===== src/rtl/axi_ram_initiator.sv =====
// Command sequencer for the AXI-Stream byte RAM: issues one write per word, checks
// each echoed byte, and aborts the job when a response does not arrive in time.
module axi_ram_initiator #(
    parameter int ADDR_W  = 8,
    parameter int DATA_W  = 8,
    parameter int TIMEOUT = 64
) (
    input  logic              aclk,
    input  logic              areset,
    input  logic              start,
    input  logic [ADDR_W-1:0] base_addr,
    input  logic [8:0]        num_words,
    input  logic [DATA_W-1:0] data_seed,
    output logic              busy,
    output logic              done,
    output logic [8:0]        err_count,
    output logic              timeout,
    output logic [31:0]       m_axis_tdata,
    output logic              m_axis_tvalid,
    input  logic              m_axis_tready,
    input  logic [31:0]       s_axis_tdata,
    input  logic              s_axis_tvalid,
    output logic              s_axis_tready
);

    localparam logic [1:0] S_IDLE = 2'd0;
    localparam logic [1:0] S_SEND = 2'd1;
    localparam logic [1:0] S_WAIT = 2'd2;
    localparam logic [1:0] S_DONE = 2'd3;

    localparam int CNT_W     = $clog2(TIMEOUT);
    localparam int PAD_W     = 32 - ADDR_W - DATA_W;
    localparam int RSP_PAD_W = 32 - DATA_W;
    localparam logic [CNT_W-1:0] CNT_LAST = CNT_W'(TIMEOUT - 1);

    logic [1:0]        state_q,   state_d;
    logic [8:0]        idx_q,     idx_d;
    logic [8:0]        last_q,    last_d;
    logic [ADDR_W-1:0] addr_q,    addr_d;
    logic [DATA_W-1:0] data_q,    data_d;
    logic [CNT_W-1:0]  cnt_q,     cnt_d;
    logic              busy_q,    busy_d;
    logic              done_q,    done_d;
    logic [8:0]        err_q,     err_d;
    logic              timeout_q, timeout_d;
    logic              mvalid_q,  mvalid_d;
    logic [31:0]       mdata_q,   mdata_d;
    logic              sready_q,  sready_d;

    logic [ADDR_W-1:0] nextAddr;
    logic [DATA_W-1:0] nextData;
    logic              rspHit;
    logic              rspOk;

    function automatic logic [31:0] makeCmd(input logic [DATA_W-1:0] d,
                                            input logic [ADDR_W-1:0] a);
        return {{PAD_W{1'b0}}, d, a};
    endfunction

    assign nextAddr = addr_q + 1'b1;
    assign nextData = data_q + 1'b1;
    assign rspHit   = s_axis_tvalid && sready_q;
    assign rspOk    = (s_axis_tdata == {{RSP_PAD_W{1'b0}}, data_q});

    always_comb begin
        state_d   = state_q;
        idx_d     = idx_q;
        last_d    = last_q;
        addr_d    = addr_q;
        data_d    = data_q;
        cnt_d     = cnt_q;
        busy_d    = busy_q;
        done_d    = 1'b0;
        err_d     = err_q;
        timeout_d = timeout_q;
        mvalid_d  = mvalid_q;
        mdata_d   = mdata_q;
        sready_d  = sready_q;

        case (state_q)
            S_IDLE: begin
                if (start) begin
                    err_d     = 9'd0;
                    timeout_d = 1'b0;
                    if (num_words != 9'd0) begin
                        addr_d   = base_addr;
                        data_d   = data_seed;
                        idx_d    = 9'd0;
                        last_d   = num_words - 9'd1;
                        busy_d   = 1'b1;
                        mvalid_d = 1'b1;
                        mdata_d  = makeCmd(data_seed, base_addr);
                        state_d  = S_SEND;
                    end else begin
                        done_d  = 1'b1;
                        state_d = S_DONE;
                    end
                end
            end

            S_SEND: begin
                if (m_axis_tready) begin
                    mvalid_d = 1'b0;
                    sready_d = 1'b1;
                    cnt_d    = '0;
                    state_d  = S_WAIT;
                end
            end

            // A response landing on the final timeout cycle wins over the abort.
            S_WAIT: begin
                if (rspHit) begin
                    sready_d = 1'b0;
                    if (!rspOk) begin
                        err_d = err_q + 9'd1;
                    end
                    if (idx_q == last_q) begin
                        busy_d  = 1'b0;
                        done_d  = 1'b1;
                        state_d = S_DONE;
                    end else begin
                        idx_d    = idx_q + 9'd1;
                        addr_d   = nextAddr;
                        data_d   = nextData;
                        mvalid_d = 1'b1;
                        mdata_d  = makeCmd(nextData, nextAddr);
                        state_d  = S_SEND;
                    end
                end else if (cnt_q == CNT_LAST) begin
                    sready_d  = 1'b0;
                    timeout_d = 1'b1;
                    busy_d    = 1'b0;
                    done_d    = 1'b1;
                    state_d   = S_DONE;
                end else begin
                    cnt_d = cnt_q + CNT_W'(1);
                end
            end

            S_DONE: begin
                state_d = S_IDLE;
            end

            default: begin
                state_d = S_IDLE;
            end
        endcase
    end

    always_ff @(posedge aclk) begin
        if (areset) begin
            state_q   <= S_IDLE;
            idx_q     <= 9'd0;
            last_q    <= 9'd0;
            addr_q    <= '0;
            data_q    <= '0;
            cnt_q     <= '0;
            busy_q    <= 1'b0;
            done_q    <= 1'b0;
            err_q     <= 9'd0;
            timeout_q <= 1'b0;
            mvalid_q  <= 1'b0;
            mdata_q   <= 32'd0;
            sready_q  <= 1'b0;
        end else begin
            state_q   <= state_d;
            idx_q     <= idx_d;
            last_q    <= last_d;
            addr_q    <= addr_d;
            data_q    <= data_d;
            cnt_q     <= cnt_d;
            busy_q    <= busy_d;
            done_q    <= done_d;
            err_q     <= err_d;
            timeout_q <= timeout_d;
            mvalid_q  <= mvalid_d;
            mdata_q   <= mdata_d;
            sready_q  <= sready_d;
        end
    end

    assign busy          = busy_q;
    assign done          = done_q;
    assign err_count     = err_q;
    assign timeout       = timeout_q;
    assign m_axis_tvalid = mvalid_q;
    assign m_axis_tdata  = mdata_q;
    assign s_axis_tready = sready_q;

endmodule


===== config.mk =====
export PLATFORM = sky130hd
export DESIGN_NAME = axi_ram_initiator
export DESIGN_NICKNAME = d
export VERILOG_FILES = /design/src/rtl/axi_ram_initiator.sv
export SDC_FILE = /design/constraint.sdc
export NUM_CORES = 1
export LEC_CHECK = 0
export BUFFER_PORTS_ARGS = -buffer_cell sky130_fd_sc_hd__buf_4
export CORE_MARGIN = 3
export CORE_UTILIZATION = 55
export DETAILED_ROUTE_END_ITERATION = 8
export PLACE_DENSITY = 0.9
export SKIP_CTS_REPAIR_TIMING = 1
export SLEW_MARGIN = 15
export SYNTH_ARGS = -nofsm -noshare
export SYNTH_HDL_FRONTEND = slang
export SYNTH_SLANG_ARGS = --single-unit

===== constraint.sdc =====
create_clock -name aclk -period 5.3 [get_ports aclk]
set_input_delay 1.325 -clock aclk [delete_from_list [all_inputs] [get_ports aclk]]
set_output_delay 1.325 -clock aclk [all_outputs]
set_load 0.05 [all_outputs]

=== Word level (Yosys, flattened, before mapping) ===
Cells that the tools add are included.

* $add $sub $neg: 6
* Eq/ne operators: 17
* Mux-type cells: 58
* Reductions and logical operators: 15

{| class="wikitable"
|+ Operators by type and width
! operator !! count
|-
| $mux W32 || 4
|-
| $mux W8 || 8
|-
| $pmux W32 S2 || 1
|-
| $mux W9 || 7
|-
| $pmux W9 S2 || 2
|-
| $eq A32 B8 Y1 || 1
|-
| $pmux W8 S2 || 2
|-
| $add A9 B1 Y9 const B || 2
|-
| $mux W1 || 18
|-
| $mux W6 || 3
|-
| $ne A2 B2 Y1 const B || 9
|-
| $add A8 B1 Y8 const B || 2
|-
| $mux W2 || 6
|-
| $pmux W6 S2 || 1
|-
| $reduce_and A4 Y1 || 3
|-
| $reduce_and A5 Y1 || 2
|-
| $eq A9 B9 Y1 || 1
|-
| $reduce_and A3 Y1 || 3
|-
| $reduce_bool A9 Y1 || 1
|-
| $sub A9 B1 Y9 const B || 1
|-
| $pmux W1 S2 || 4
|-
| $pmux W2 S4 || 1
|-
| $add A6 B1 Y6 const B || 1
|-
| $eq A6 B6 Y1 const B || 1
|-
| other kinds (9) || 12
|}

* Flip-flop bits (word level): 88
* Input bits: 62
* Output and inout port bits: 46

=== Depth between registers and ports, before layout ===
Gate-level depths: netlist of run 1.

* Depth in word-level cells: 4
* Mapped depth: 9
* Gate-level depth less buffers: 7

=== Least setup slack after synthesis of run 1 ===
OpenSTA, ideal clock, no wires.

* Path kind: input-to-reg
* From: input num_words[0]
* To: register data_q[0]
* Data arrival time: 2.595 ns
* Data required time: 5.226 ns
* Setup slack: 2.631 ns
* Stages on the path: 9
* Path buffers: 2
* Path through: inv_1 > ha_1 > nor4b_4 > nand3_2 > nand2_4 > buf_4 > buf_4 > o21ai_0 > a31oi_1

* Cells in the longest elaborated chain, start to end: 3

{| class="wikitable"
|+ Ends and longest elaborated chain
! what !! line !! RTL
|-
| start, declared || 12 || <nowiki>input logic [8:0] num_words,</nowiki>
|-
| $reduce_bool A9 Y1 || 85 || <nowiki>if (num_words != 9'd0) begin</nowiki>
|-
| $ne A2 B2 Y1 (no line) || -- ||
|-
| $reduce_and A5 Y1 (no line) || -- ||
|-
| end signal, assigned || 170 || <nowiki>data_q <= data_d;</nowiki>
|-
| end, declared || 40 || <nowiki>logic [DATA_W-1:0] data_q, data_d;</nowiki>
|}

No other way between the ends.
A chain may end at the register's enable or synchronous reset.

=== Worst setup path after layout of run 1 ===
* From: input num_words[0]
* To: register idx_q[5]

* Cells in the longest elaborated chain, start to end: 3

{| class="wikitable"
|+ Ends and longest elaborated chain
! what !! line !! RTL
|-
| $reduce_bool A9 Y1 || 85 ||
|-
| $ne A2 B2 Y1 (no line) || -- ||
|-
| $reduce_and A5 Y1 (no line) || -- ||
|-
| end signal, assigned || 167 || <nowiki>idx_q <= idx_d;</nowiki>
|-
| end, declared || 37 || <nowiki>logic [8:0] idx_q, idx_d;</nowiki>
|}

No other way between the ends.

==> results of run 1 <==
metrics by stage:
| stage | hold WS (ns) | instance area [um^2] | std cells | util, % |
|---|---|---|---|---|
| detailed placement | 0.4523 | 4073 | 565 | 67.59 |
| floorplan | 0.4567 | 3530 | 438 | - |
| global route | 0.4876 | 4168 | 573 | 69.17 |
| CTS | 0.4688 | 4163 | 573 | 69.08 |
| finish | 0.4595 | 4168 | 573 | 69.17 |
| global placement | 0.4399 | 4073 | 565 | 67.59 |
logic make-up after synthesis:
logic type	Yosys count	synth area share (%)
multiplexers	4	1.153
buffers and inverters	49	8.429
other	1	0.1080
flip-flops	56	32.28
AO/OA/AOI/OAI	110	20.07
AND/OR/NAND/NOR	172	29.50
XOR/XNOR	25	6.304
adder cells (fa/ha/maj)	6	2.161
worst max-delay path, delay by kind of cell:
kind / cells / cell delay, ns
and+or+nand+nor: 4 / 1.15
AOI/OAI and AO/OA: 1 / 0.29
adders and majority gates: 1 / 0.18
buffers and inverters: 2 / 0.17
final cells by class:
class	instances	area, um^2	area share, %
inverters	6	22.52	0.5404
flip-flops and latches	56	1121	26.90
well taps	75	93.84	2.252
clock buffers	8	90.09	2.162
multi-input cells	333	2127	51.04
repair buffers	95	713.2	17.11
per-layer routing:
layer | vias to the layer above | part of all wire (%) | track usage [%]
met3 | 12 | 6.8 | 3.301
met1 | 1601 | 43 | 30.05
met2 | 130 | 49 | 35.95
met5 | - | 0 | 0
li1 | 1681 | - | -
met4 | 0 | 1.7 | 6.187
sequential cells by signal, summed over array words and instances, names as in the netlist:
register and cells:
idx_q 9, m_axis_tdata 2, done 1, cnt_q 6, data_q 7, m_axis_tvalid 1, timeout 1, state_q 2
err_count 9, addr_q 7, last_q 9, s_axis_tready 1, busy 1
worst paths after layout:
check / end / slack, ns / cells past startpoint
worst max-delay path: idx_q[5] / 2.45 / 8
worst min register to register: m_axis_tvalid / 0.46 / 2
worst max register to register: err_count[5] / 2.95 / 6
worst min-delay path: m_axis_tvalid / 0.46 / 2
report_power, final:
| part | internal, uW | switching (uW) |
|---|---|---|
| sequential | 444 | 27.7 |
| combinational | 101 | 173 |
| clock | 107 | 135 |
| total | 652 | 335 |
cell usage in the layout (no fill, tap or decap), drive strengths merged, types with 5 or more instances in the layout:
master   n
o21ai   22
nand2b   9
o31ai   17
inv      6
nor2b    5
nand3   17
or3     17
or4     12
clkbuf   8
a21oi   37
ha       6
xor2     6
a31oi    5
xnor2   19
nand2   21
dfxtp   56
a211oi  10
nor4    14
nor3    12
nand4   10
buf     95
conb    16
nor2    34
==> metrics.md, run 1 <==
| Metric | Value |
|---|---|
| Clock transition at path regs | 0.10 ns |
| Share of cells above drive strength 1 | 23.49% |
| Clock Root Buffer | clkbuf_8 |
| CP arrival | 3.11 ns |
| Yosys reg bits | 56 |
| Diode count | 0 |
| Worst Setup End Kind | flip-flop |
| Min cycle time layout | 2.851 ns |
| CTS sink count | 56 |
| Core Region | 6026 um^2 |
| Drt first pass iters | 4 |
| Mapped cell area | 3473 um^2 |
| GPL Wtd Cong | 0.8317 |
| Cts bufs inserted | 5 |
| Post-Route WL | 8506 um |
| Critical Path RT | 5.56 ns |
| # rows | 28 |
| Power density cells | 237.0 nW/um^2 |
| Initial antenna violation count | 0 |
| Finish-stage setup viols | 0 |
| Skew-Pair Late Insertion Delay | 0.30 ns |
| Vias in the first global route | 2999 |
| FMAX | 350.7 MHz |
| Synth top cells by count | dfxtp_1 (56), a21oi_1 (36), nor2_1 (33) |
| Die X | 85.47 um |
| Post-route ant nets | 0 |
| Worst Slack Setup Final | 2.449 ns |
| # Max-Cap Violations | 0 |
| Count of final max-slew check failures | 0 |
| Number of flops mapped to enable cells by yosys | 0 |
| Total Die Area | 7304 um^2 |
| Setup TNS | 0 ns |
| DR vias | 3424 |
| Ranking of synthesized cells by area | dfxtp_1 (32%), a21oi_1 (5.2%), buf_4 (5.2%), xnor2_1 (4.8%), o31ai_1 (3.7%) |
| Slew @ Worst Pin | 0.8490 ns |
| Avg Cell Area, Syn | 8.211 um^2 |
| # IOs | 108 |
| Register area share after synthesis | 32.28% |
| Worst setup SP type | primary input |
| Asr flop ratio synth | 0% |
| Die Y | 85.47 um |
| Pre-CTS setup slack | 2.136 ns |
| Maximum number of pins on one net before global-route repair | 46 |
| Slew margin rel. | 43.07% |
| Wire length per cell after detailed routing | 14.84 um |
| Post-synth top flop | dfxtp_1 |
| Worst path max stage delay | 0.47 ns |
| Area leader, netlist | dfxtp_1 |
| Dpl hpwl | 6343 um |
| Fill count | 510 |
| Power after layout | 987.7 uW |
| Cells after Synth | 423 |
| RSZ-0062 raised after global routing | false |
| H-tree depth | 2 |
| Hold Path Origin | m_axis_tvalid |
| Total track usage | 21.96% |
| CP startpoint | num_words[0] |
| First-pass GRT wire length | 13430 um |
| Initial core utilization | 57.64% |
| Most common cell in the netlist | dfxtp_1 |
| Clock Skew | 0.007037 ns |
| Vias/cell | 5.976 |
| Unique masters post-synth | 53 |
| 1st-iter DRT viols | 240 |
| Post-synth top area share | 32.28% |
| R2R Path Start | state_q[1] |
| Hold crit path type | flip-flop to flip-flop |
| CTS tree | built |
| CP max FO | 22 |
| Fin crit share | 53.80% |
| Peak VDD IR | 0.2098 mV |
| Yosys warns | 0 |
| Leakage | 0.001596 uW |
| Critical path class | primary input to flip-flop |
| Clock Tree Buf Depth | 2 |
| DRC errors left | 0 |
| Final net count | 565 |
| Final hold vios | 0 |
| Slowest-stage cell, CP | or4b_1 |
| Synth-to-layout area growth | 19.99% |
| Status | completed |
| Overflow after GRT | 0 |
| CP Cell Sequence | buf_4, inv_1, ha_1, nor4b_4, a21boi_2, nor2_2, or4b_1, nand2_1 |
| Buffers on Ports | 91 |
Note: power is estimated with default switching activity, not from simulation.
==> run 2, diff against run 1 <==
--- a/config.mk
+++ b/config.mk
@@ -7,9 +7,9 @@
 export LEC_CHECK = 0
 export BUFFER_PORTS_ARGS = -buffer_cell sky130_fd_sc_hd__buf_4
 export CORE_MARGIN = 3
-export CORE_UTILIZATION = 55
+export CORE_UTILIZATION = 52
 export DETAILED_ROUTE_END_ITERATION = 8
-export PLACE_DENSITY = 0.9
+export PLACE_DENSITY = 0.86
 export SKIP_CTS_REPAIR_TIMING = 1
 export SLEW_MARGIN = 15
 export SYNTH_ARGS = -nofsm -noshare
==> constraint.sdc (replaced) <==
create_clock -name aclk -period 3 [get_ports aclk]
set_input_delay 0.75 -clock aclk [delete_from_list [all_inputs] [get_ports aclk]]
set_output_delay 0.75 -clock aclk [all_outputs]
set_load 0.05 [all_outputs]
==> run 2 against run 1 <==
Net effect:
- routed wire length rose by 1.6%
- die area rose by 5.4%
- design area rose by 0.12%
- via count rose by 0.23%
- combinational power rose by 77%
- critical path depth did not move
- global-route usage rose by 0.13 points
- critical endpoint unchanged
==> metrics.md, run 2 (synthesis results as in run 1) <==
| Metric | Value |
|---|---|
| Status | completed |
| Cell family with most CP delay | simple AND/OR/NAND/NOR gates |
| Reg2Reg Setup Slack | 0.82 ns |
| Slew @ Worst Pin | 0.8872 ns |
| Clock Skew | 0.007500 ns |
| Wire length per cell after detailed routing | 15.01 um |
| Worst path max stage delay | 0.48 ns |
| Worst Setup End Kind | flip-flop |
| Min cycle time layout | 2.296 ns |
| CTS tree | built |
| DRC errors left | 0 |
| Buf/Inv on CP | 2 |
| Fin crit share | 76.55% |
| H-tree depth | 2 |
| Peak VDD IR | 0.3190 mV |
| 1st-iter DRT viols | 274 |
| Placed Cells | 568 |
| RSZ-0062 raised after global routing | false |
| Maximum number of pins on one net before global-route repair | 48 |
| GPL Wtd Cong | 0.8433 |
| Total Die Area | 7697 um^2 |
| Hold crit path type | flip-flop to flip-flop |
| Post-Layout Cell Count | 576 |
| Clock transition at path regs | 0.10 ns |
| Leakage | 0.001600 uW |
| Worst setup SP type | primary input |
| Skew-Pair Late Insertion Delay | 0.30 ns |
| Vias/cell | 5.958 |
| Clock Tree Buf Depth | 2 |
| Final net count | 566 |
| Diode count | 0 |
| # rows | 29 |
| CTS sink count | 56 |
| Power density cells | 418.1 nW/um^2 |
| Initial antenna violation count | 0 |
| Overflow after GRT | 0 |
| Critical path class | primary input to flip-flop |
| Count of final max-slew check failures | 0 |
| Commonest non-fill, non-tap cells in the layout | buf_4 (96), dfxtp_1 (56), a21oi_1 (36) |
| First-pass GRT wire length | 14020 um |
| CP arrival | 2.55 ns |
| Clock Root Buffer | clkbuf_8 |
| Total track usage | 22.09% |
| Post-route ant nets | 0 |
| Worst Slack Setup Final | 0.7036 ns |
| Critical Path RT | 3.25 ns |
| Slowest-stage cell, CP | or4b_1 |
| CP Cell Sequence | buf_4, inv_1, ha_1, nor4b_4, a21boi_2, nor2_2, or4b_1, nand2_1 |
| CP max FO | 22 |
| # Max-Cap Violations | 0 |
| Core Region | 6422 um^2 |
| Vias in the first global route | 3097 |
| Initial core utilization | 54.08% |
| Setup TNS | 0 ns |
| Synth-to-layout area growth | 20.14% |
| Cts bufs inserted | 5 |
| Dpl hpwl | 6389 um |
| Post-Route WL | 8644 um |
| # IOs | 108 |
| Buffers on Ports | 91 |
| Share of cells above drive strength 1 | 23.45% |
| Final hold vios | 0 |
| Drt first pass iters | 5 |
| FMAX | 435.5 MHz |
| Die X | 87.73 um |
| Slew margin rel. | 40.51% |
| Finish-stage setup viols | 0 |
| Leading cell type in the layout, fill and taps excluded | buf_4 |
| Die Y | 87.73 um |
| Pre-CTS setup slack | 0.3820 ns |
| DR vias | 3432 |
run 2: cell count changes in the layout (fill, tap and decap cells not counted):
cell / change
a211oi_2: -1
a211oi_1: +1
buf_4: +1
run 2: path summary, 6_finish.rpt:
path / startpoint / to / cells after the start
worst max-delay path: num_words[0] / idx_q[5] / 8
worst min-delay path: m_axis_tvalid / m_axis_tvalid / 2
worst max register to register: state_q[1] / idx_q[3] / 5
worst min register to register: m_axis_tvalid / m_axis_tvalid / 2
run 2: power breakdown:
part	switching [uW]	total, uW	internal, uW	leakage, uW
Combinational	305	485	179	0.00110
Sequential	50.1	834	784	0.000457
Clock	237	426	189	0.0000455
Total	592	1740	1150	0.00160
run 2: layout make-up:
type	instances	area [um^2]
timing repair buffer	96	720.7
sequential	56	1121
tap	77	96.34
inverter	6	22.52
clock buffer	8	90.09
fill	573	2250
multi-input combinational	333	2122
run 2: routing by layer:
layer	wire [um]	track usage, %	up-vias	part of all wire (%)
met1	3714	30.10	1613	43
met3	532	3.198	11	6.2
li1	-	-	1680	-
met5	0	0	-	0
met2	4307	36.92	128	50
met4	90	5.300	0	1.0
run 2: per-stage QoR:
| stage | area (um^2) | total power (uW) | hold slack, ns | utilization [%] |
|---|---|---|---|---|
| finish | 4173 | 1745 | 0.4651 | 64.97 |
| global route | 4173 | 1826 | 0.4951 | 64.97 |
| CTS | 4173 | 1751 | 0.4683 | 64.97 |
| detailed placement | 4083 | 1333 | 0.4554 | 63.57 |
| global placement | 4083 | 1319 | 0.4376 | 63.57 |
| floorplan | 3530 | 1196 | 0.4567 | - |
run 2: worst min-delay path: stages (launching register included):
cell and delay (ns):
dfxtp_1 0.32, inv_1 0.05, a21oi_1 0.05
